--- config.mk ---
export PLATFORM = sky130hd
export DESIGN_NAME = lane_car_engine
export DESIGN_NICKNAME = d
export VERILOG_FILES = /design/src/rtl/lane_car_engine.sv
export SDC_FILE = /design/constraint.sdc
export NUM_CORES = 1
export LEC_CHECK = 0
export ABC_AREA = 1
export BUFFER_PORTS_ARGS = -buffer_cell sky130_fd_sc_hd__buf_2
export CAP_MARGIN = 40
export CORE_MARGIN = 2
export CORE_UTILIZATION = 35
export CTS_BUF_LIST = sky130_fd_sc_hd__clkbuf_8
export CTS_CLUSTER_DIAMETER = 150
export CTS_CLUSTER_SIZE = 8
export DETAILED_ROUTE_END_ITERATION = 7
export GPL_TIMING_DRIVEN = 0
export MAX_ROUTING_LAYER = met4
export SLEW_MARGIN = 20
export SYNTH_ARGS = -nofsm -noshare
export SYNTH_HDL_FRONTEND = slang
export SYNTH_SLANG_ARGS = --single-unit
--- constraint.sdc ---
create_clock -name clock -period 6.35 [get_ports clock]
set_input_delay 0.9525 -clock clock [delete_from_list [all_inputs] [get_ports clock]]
set_output_delay 0.9525 -clock clock [all_outputs]
set_load 0.02 [all_outputs]
--- src/rtl/lane_car_engine.sv ---
// ---------------------------------------------------------------------------
// lane_car_engine
//   Drives one traffic lane of the frog game. A prescaler paces a car that
//   moves horizontally across a 640-px screen and wraps at the edges. The
//   block produces a registered per-pixel "car here" flag for the colour
//   mux, and a sticky collision flag against the frog.
//
// Ports
//   clock          in   system clock
//   reset          in   asynchronous reset, active-high
//   enable         in   1 = lane runs; 0 = prescaler and car_x freeze
//   next_x/next_y  in   coordinates of the next pixel from the VGA driver
//   frog_row       in   current frog row (0..9)
//   frog_x         in   frog left edge (frog is 32 px wide)
//   collision_clr  in   one-cycle pulse clearing collision
//   car_x          out  current car left edge, 0..639
//   move_tick      out  one-cycle pulse on the cycle car_x updates
//   car_pixel      out  registered: (next_x,next_y) lies inside the car
//   collision      out  sticky: car and frog overlapped
// ---------------------------------------------------------------------------
module lane_car_engine #(
  parameter logic [3:0]  LANE_ROW = 4'd4,
  parameter logic [9:0]  CAR_W    = 10'd32,
  parameter logic [9:0]  STEP     = 10'd32,
  parameter int unsigned TICK_DIV = 12_500_000,
  parameter logic        DIR      = 1'b0,
  parameter logic [9:0]  START_X  = 10'd0
) (
  input  logic       clock,
  input  logic       reset,
  input  logic       enable,
  input  logic [9:0] next_x,
  input  logic [9:0] next_y,
  input  logic [3:0] frog_row,
  input  logic [9:0] frog_x,
  input  logic       collision_clr,
  output logic [9:0] car_x,
  output logic       move_tick,
  output logic       car_pixel,
  output logic       collision
);

  localparam int unsigned   CW       = (TICK_DIV > 2) ? $clog2(TICK_DIV) : 1;
  localparam logic [CW-1:0] CNT_LAST = CW'(TICK_DIV - 1);
  localparam logic [10:0]   SCREEN_W = 11'd640;
  localparam logic [10:0]   ROW_LO   = 11'(48 * int'(LANE_ROW));
  localparam logic [10:0]   ROW_HI   = ROW_LO + 11'd48;
  localparam logic [10:0]   FROG_W   = 11'd32;

  logic [CW-1:0] r_cnt;
  logic [9:0]    r_car_x;
  logic          r_move_tick;
  logic          r_car_pixel;
  logic          r_collision;

  logic          w_tick;
  logic [10:0]   w_x;
  logic [10:0]   w_sum;
  logic [10:0]   w_next_pos;
  logic [10:0]   w_end;
  logic          w_wrap;
  logic [10:0]   w_a_end;
  logic [10:0]   w_b_end;
  logic [10:0]   w_px;
  logic [10:0]   w_py;
  logic [10:0]   w_fx;
  logic [10:0]   w_fx_end;
  logic          w_pix_hit;
  logic          w_overlap;

  assign w_tick = enable && (r_cnt == CNT_LAST);

  // Next car position, computed in 11 bits so the wrap compare cannot overflow.
  assign w_x   = {1'b0, r_car_x};
  assign w_sum = w_x + {1'b0, STEP};
  always_comb begin
    w_next_pos = w_x;
    if (DIR == 1'b0) begin
      w_next_pos = (w_sum >= SCREEN_W) ? (w_sum - SCREEN_W) : w_sum;
    end else begin
      w_next_pos = (w_x >= {1'b0, STEP}) ? (w_x - {1'b0, STEP})
                                         : (w_x + SCREEN_W - {1'b0, STEP});
    end
  end

  // Car occupies [car_x, a_end) plus, when it runs off the right edge,
  // [0, b_end). b_end is 0 when there is no wrapped part, which makes the
  // "< b_end" tests below naturally false.
  assign w_end   = w_x + {1'b0, CAR_W};
  assign w_wrap  = (w_end > SCREEN_W);
  assign w_a_end = w_wrap ? SCREEN_W : w_end;
  assign w_b_end = w_wrap ? (w_end - SCREEN_W) : 11'd0;

  assign w_px = {1'b0, next_x};
  assign w_py = {1'b0, next_y};
  // Row band never extends past 480, so it also rejects next_y >= 480.
  assign w_pix_hit = (w_py >= ROW_LO) && (w_py < ROW_HI) && (w_px < SCREEN_W) &&
                     (((w_px >= w_x) && (w_px < w_a_end)) || (w_px < w_b_end));

  // Half-open interval intersection: edges that only touch do not count.
  assign w_fx     = {1'b0, frog_x};
  assign w_fx_end = w_fx + FROG_W;
  assign w_overlap = (frog_row == LANE_ROW) &&
                     (((w_fx < w_a_end) && (w_x < w_fx_end)) || (w_fx < w_b_end));

  always_ff @(posedge clock or posedge reset) begin
    if (reset) begin
      r_cnt       <= '0;
      r_car_x     <= START_X;
      r_move_tick <= 1'b0;
      r_car_pixel <= 1'b0;
      r_collision <= 1'b0;
    end else begin
      r_move_tick <= w_tick;
      if (enable) begin
        r_cnt <= w_tick ? '0 : (r_cnt + CW'(1));
      end
      if (w_tick) begin
        r_car_x <= w_next_pos[9:0];
      end
      r_car_pixel <= w_pix_hit;
      // Set has priority over clear.
      if (w_overlap) begin
        r_collision <= 1'b1;
      end else if (collision_clr) begin
        r_collision <= 1'b0;
      end
    end
  end

  assign car_x     = r_car_x;
  assign move_tick = r_move_tick;
  assign car_pixel = r_car_pixel;
  assign collision = r_collision;

endmodule

==> results.ini, run 1 <==
[worst_setup_path]
start_kind=flop
critical_path.cell_chain=ha_1 > nand2_1 > nand2_2 > nand3_1 > nand2_1 > nand2_2 > inv_1 > nand2_1 > ha_1 > nand2_1 > inv_1 > o21ai_0 > nand2_1 > a21oi_1 > nand2_1 > a21oi_2
crit_family=simple AND/OR/NAND/NOR gates
worstPathRequired_ps=6570
path_class=reg2reg
crit_buf_inv=2
end_kind=flop
cp.arrival_ps=2860
crit_path_top_delay_cell=dfrtp_1
slowest_delay_ps=560
crit_top_cell=nand2_1
worstPathMaxFanout=9

[timing]
period_minus_slack_ps=2639
worst_slew_pin_slew_ps=655.4
tns_ps=0
drv_slew=0
min_period_over_period_pct=41.55
final-setup-viol-count=0
finClkSkew_ps=6.047
relSlewSlack_pct=56.25
fmax_mhz=379.0
hold_viol=0
grt_setup_unrepaired=no

[routing]
initialDrtViolationCount=71
vias=2524
dr.pass1.iters=4
totalWireLength_um=6243
post_drt_wl_per_cell_um=11.89
route.antenna.remaining_nets=0
via_per_inst=4.808
drc_errors=0

[clocking]
cts_max_level=2
clk_latency_ps=290
clkSinkCount=32
cts.repair.resized=0
cts-buffers-inserted=5
postCtsSetupBuffers=0
clk_pin_slew_ps=70
clock-root-buffer=clkbuf_8
cts_buffer_depth=2
ctsHoldBuffers=0
tritoncts=yes

[hold_path]
hp-class=reg2reg

[cells_and_area]
final_common_cell=nand2_1
areaGrowthSynthToFinish_pct=16.86
final_util_pct=41.73
nets=490
antenna_cells=0
fill_cells=827
multi_input_area_um2=1623
drive_above_1_share_pct=20.57
ff_latch_area_um2=800.8
final_cell_mix=78 x nand2_1, 58 x inv_1, 40 x buf_2

[synthesis]
ys_seq_area_share_pct=29.48
asyncSetResetFlopFracSynth_pct=100.0
ys_ff_latch=32
avgSynthCellArea_um2=7.342
ys_types=36
synth_ff_type=dfrtp_1
syn_area_um2=2716
ys_warn_count=0
synth_edf_count=0
synthCells=370

[pwr]
power_w=0.0005779
p_leak_nw=1.746
powerDensity_nw_per_um2=182.1
ir_drop_mv=0.06574

[grt]
grt_antenna_before_repair=0
grt-ovfl-total=0
grt_max_degree=33
grtUsageTotal_pct=16.55
grt_pass1_vias=2494
grt_pass1_wl_um=10990

[job]
cap_violations=0

[placement]
place.detailed.hpwl_um=5019
place_congestion=0.8728
io_buffers=40

[die]
core_area_um2=7607
fp.dieH_um=92.10
start_util_pct=35.71
pin_count=51
rows=32
fp.dieW_um=92.10
dieArea_um2=8481

[status]
status=completed

per-layer routing:
metal	GRT usage [%]	up-vias	wire length, µm
met4	5.100	0	102
met2	29.35	32	3169
met1	19.04	1173	2802
met3	2.958	10	169
met5	-	-	0
li1	-	1309	-
path summary, 6_finish.rpt:
check                          start   endpoint  slack [ps]  cells past startpoint
setup reg to reg            car_x[5]  car_pixel        3710                     16
min in group asynchronous      reset  r_cnt[11]         750                      2
setup / recovery            car_x[5]  car_pixel        3710                     16
hold reg to reg            collision  collision         480                      2
max in group asynchronous      reset  car_pixel        5170                      2
hold / removal             collision  collision         480                      2
cell usage after synthesis (3+ instances only):
library cell	count	area (µm²)
dfrtp_1	32	800.8
nand2_2	5	31.28
inv_2	6	22.52
nor3_1	11	55.05
nand3_2	4	40.04
nor2_1	24	90.09
ha_1	30	375.4
a21oi_1	15	75.07
nand4_1	13	81.33
a31oi_1	4	25.02
nand2_1	78	292.8
nor2_2	4	25.02
nor4_1	8	50.05
o21ai_0	12	60.06
nor3_2	4	40.04
buf_4	7	52.55
nand3_1	21	105.1
o21ai_1	3	15.01
inv_1	59	221.5
xor2_1	8	70.07
state kept, by name, summed over array words and instances (netlist names):
| signal | flops |
|---|---|
| car_pixel | 1 |
| car_x | 5 |
| collision | 1 |
| move_tick | 1 |
| r_cnt | 24 |
tightest hold or removal path: stages (launching register included):
cell     delay, ps
dfrtp_1        350
nand2_1         60
nand2_1         50
kinds of logic (layout without fill, tap and decap cells):
| kind of cell | count (synthesis) | count (layout) | share of synthesized area (%) |
|---|---|---|---|
| compound gates | 41 | 41 | 8.613 |
| xor+xnor | 10 | 10 | 3.225 |
| fa+ha+maj | 30 | 30 | 13.82 |
| buf+inv | 74 | 122 | 11.47 |
| flops | 32 | 32 | 29.48 |
| other cells | 2 | 7 | 0.2765 |
| simple gates | 181 | 181 | 33.12 |
power breakdown:
part	switching, W	leakage [nW]	total [W]	internal (W)
registers	0.0000246	0.373	0.000251	0.000227
logic	0.0000821	1.32	0.000134	0.0000524
clock network	0.0000761	0.0541	0.000192	0.000116
through the flow:
| stage | instances | instance area (µm²) | hold slack (ps) | setup slack [ps] |
|---|---|---|---|---|
| 5_1_grt | 525 | 3174 | 522.5 | 3373 |
| 2_1_floorplan | 375 | 2735 | 462.0 | 4012 |
| 3_5_place_dp | 517 | 3063 | 476.1 | 3703 |
| 3_3_place_gp | 517 | 3063 | 475.6 | 3744 |
| 4_1_cts | 525 | 3174 | 494.7 | 3670 |
| 6_report | 525 | 3174 | 483.2 | 3711 |
area by class of cell:
class                   instances  area share, %
multi-input cells             269          51.12
flip-flops and latches         32          25.23
inverters                      66          7.805
repair buffers                 40          6.307
well taps                     102          4.020
clock buffers                   5          2.168
plain buffers                   8          2.010
clock inverters                 3          1.340
(Power assumes the default switching activity.)
==> run 2, diff against run 1 <==
==> constraint.sdc (replaced) <==
create_clock -name clock -period 2.21 [get_ports clock]
set_input_delay 0.3315 -clock clock [delete_from_list [all_inputs] [get_ports clock]]
set_output_delay 0.3315 -clock clock [all_outputs]
set_load 0.02 [all_outputs]
==> run 2 against run 1 <==
  * Final cell count grew 1.1%
  * Register-to-register slack lost 3700 ps
  * Clock-buffer cell count is the same
  * Non-clock buffer count grew 7
  * Worst hold slack lost 350 ps
  * First-iteration DRC count grew 17%
  * Worst setup slack lost 3700 ps
  * Clock skew grew 2.8 ps
  * Sequential share of layout area shrank 0.58 points
  * Critical path depth grew 1
  * Final area grew 3.0%
  * Critical path type unchanged
  * Largest cell class unchanged
  * Largest power group unchanged
  * Highest routed layer unchanged
==> results.ini, run 2 (synthesis gave the netlist of run 1 again) <==
[status]
status=completed

[cells_and_area]
areaGrowthSynthToFinish_pct=20.36
drive_above_1_share_pct=25.17  ; +4.6 points
largest_reg_flops=24  ; unchanged
final_util_pct=42.98  ; +1.3 points
ff_latch_area_um2=805.8  ; +0.63%
fill_cells=798  ; -3.5%
nets=497  ; +1.4%
final_cell_mix=73 x nand2_1, 58 x inv_1, 40 x buf_2
antenna_cells=0  ; unchanged
final_common_cell=nand2_1
largest-register=r_cnt
instances_no_fill=531  ; +1.1%
multi_input_area_um2=1695  ; +4.5%

[pwr]
swShare_pct=33.36  ; +1.7 points
internal_power_w=0.001012  ; +160%
powerDensity_nw_per_um2=464.7  ; +160%
ir_drop_mv=0.2195  ; +230%
p_sw_w=0.0005068  ; +180%
seqPwrFrac_pct=47.7  ; +4.2 points
p_clk_share_pct=26.7  ; -6.5 points
pwr-share-comb_pct=25.5  ; +2.2 points
p_leak_nw=1.774  ; +1.6%

[die]
dieArea_um2=8481  ; unchanged
fp.dieW_um=92.10  ; unchanged
rows=32  ; unchanged
core_area_um2=7607  ; unchanged
start_util_pct=35.71  ; unchanged
pin_count=51  ; unchanged
fp.dieH_um=92.10  ; unchanged

[grt]
grt_antenna_before_repair=0  ; unchanged
grt_pass1_vias=2539  ; +1.8%
grtUsageTotal_pct=16.15  ; -0.40 points
grt-ovfl-total=0  ; unchanged
grt_max_degree=33  ; unchanged
grt_pass1_wl_um=10900  ; -0.81%

[clocking]
tritoncts=yes
clk_pin_slew_ps=70  ; about the same
cts_max_level=2  ; unchanged
clk_latency_ps=280  ; about the same
cts-buffers-inserted=5  ; unchanged
clock-root-buffer=clkbuf_8
cts_buffer_depth=2  ; unchanged
clkSinkCount=32  ; unchanged

[worst_setup_path]
worstPathRequired_ps=2390  ; -4180 ps
critical_path.cell_chain=ha_4 > inv_1 > nand2_2 > nand2_4 > nand3_2 > nand2_2 > nand2_2 > inv_2 > nand2_2 > ha_4 > a21oi_2 > o21bai_1 > nor2_1 > nand2_1 > nand2_1 > nand2_1 > nand2_1
end_kind=flop
crit_path_top_delay_cell=dfrtp_2
cp.arrival_ps=2340  ; -520 ps
worstPathMaxFanout=6  ; -3
path_class=reg2reg
start_kind=flop
slowest_delay_ps=440  ; -120 ps

[timing]
period_minus_slack_ps=2157  ; -481.2 ps
min_period_over_period_pct=97.62  ; +56 points
finClkSkew_ps=8.863  ; +2.816 ps
holdWs_ps=136.3  ; -346.9 ps
final-setup-viol-count=0  ; unchanged
relSlewSlack_pct=56.24  ; about the same
hold_viol=0  ; unchanged
fmax_mhz=463.5  ; +22%
drv_slew=0  ; unchanged
worst_slew_pin_slew_ps=655.4  ; +0.04417 ps
grt_setup_unrepaired=yes

[hold_path]
hp-class=in2async

[job]
cap_violations=0  ; unchanged

[routing]
initialDrtViolationCount=83  ; +17%
route.antenna.remaining_nets=0  ; unchanged
totalWireLength_um=6298  ; +0.88%
drc_errors=0  ; unchanged
vias=2557  ; +1.3%
via_per_inst=4.815  ; +0.16%
dr.pass1.iters=4  ; unchanged
post_drt_wl_per_cell_um=11.86  ; -0.26%

[placement]
place_congestion=0.9171  ; +5.1%
place_inst=517  ; unchanged
io_buffers=40  ; unchanged
place.detailed.hpwl_um=5032  ; +0.27%

[run 2: cell types whose count changed in the layout (fill, tap and decap cells not counted), sizes merged]
cell,before,now
inv,65,67
bufinv,1,0
buf,48,55
clkinv,2,1
clkinvlp,1,0
[run 2: final timing paths]
check | to | cells after the start | from | slack (ps)
worst max-delay path | collision | 17 | car_x[6] | 50
max in group asynchronous | car_x[8] | 2 | reset | 1600
min in group clock | collision | 4 | collision_clr | 270
worst max register to register | collision | 17 | car_x[6] | 50
worst min-delay path | r_cnt[7] | 2 | reset | 140
worst min register to register | collision | 2 | collision | 480
[run 2: final cells by class]
class	instances	area share, %
Clock buffer	5	2.105
Buffer	8	1.952
Clock inverter	2	0.2296
Sequential cell	32	24.65
Tap cell	102	3.904
Inverter	66	7.577
Multi-Input combinational cell	269	51.86
Timing Repair Buffer	47	7.731
[run 2: routing by layer]
| layer | vias to the layer above | GRT usage (%) | wire length [µm] |
|---|---|---|---|
| met5 | - | - | 0 |
| met4 | 0 | 6.219 | 165 |
| met3 | 14 | 2.383 | 175 |
| met2 | 44 | 28.00 | 3136 |
| met1 | 1173 | 18.90 | 2820 |
| li1 | 1326 | - | - |
[run 2: metrics by stage]
step / TNS, ps / total power [W] / instance area (µm²) / setup WS, ps
finish: 0 / 0.001519 / 3269 / 52.60
global route: -195.4 / 0.001633 / 3269 / -114.4
CTS: 0 / 0.001538 / 3196 / 2.122
detailed placement: -311.8 / 0.001125 / 3078 / -176.6
global placement: -305.1 / 0.001102 / 3078 / -179.3
floorplan: 0 / 0.001003 / 2750 / 25.22
[run 2: power by group through the flow]
stage / Combinational, W / Clock (W) / Sequential (W)
after floorplan: 0.000291 / 0 / 0.000712
after global placement: 0.000373 / 0 / 0.000730
after detailed placement: 0.000391 / 0 / 0.000734
after CTS: 0.000390 / 0.000421 / 0.000726
after global routing: 0.000450 / 0.000447 / 0.000737
final: 0.000388 / 0.000406 / 0.000725
[run 2: repair_timing]
item / 4_1_cts / 5_1_grt
buffers inserted: 4 / 3
hold buffers: 0 / 0
pin swaps: 0 / 7
endpoints found under the hold margin: 0 / 0
resized for setup: 3 / 14
setup endpoints to repair: 2 / 2
[run 2: worst max-delay path: cells and delay by family (launching register included)]
kind | cells | cell delay, ps
AND/OR/NAND/NOR | 11 | 820
buffers and inverters | 2 | 150
flip-flops | 1 | 440
AO/OA/AOI/OAI | 2 | 170
adder cells (fa/ha/maj) | 2 | 470
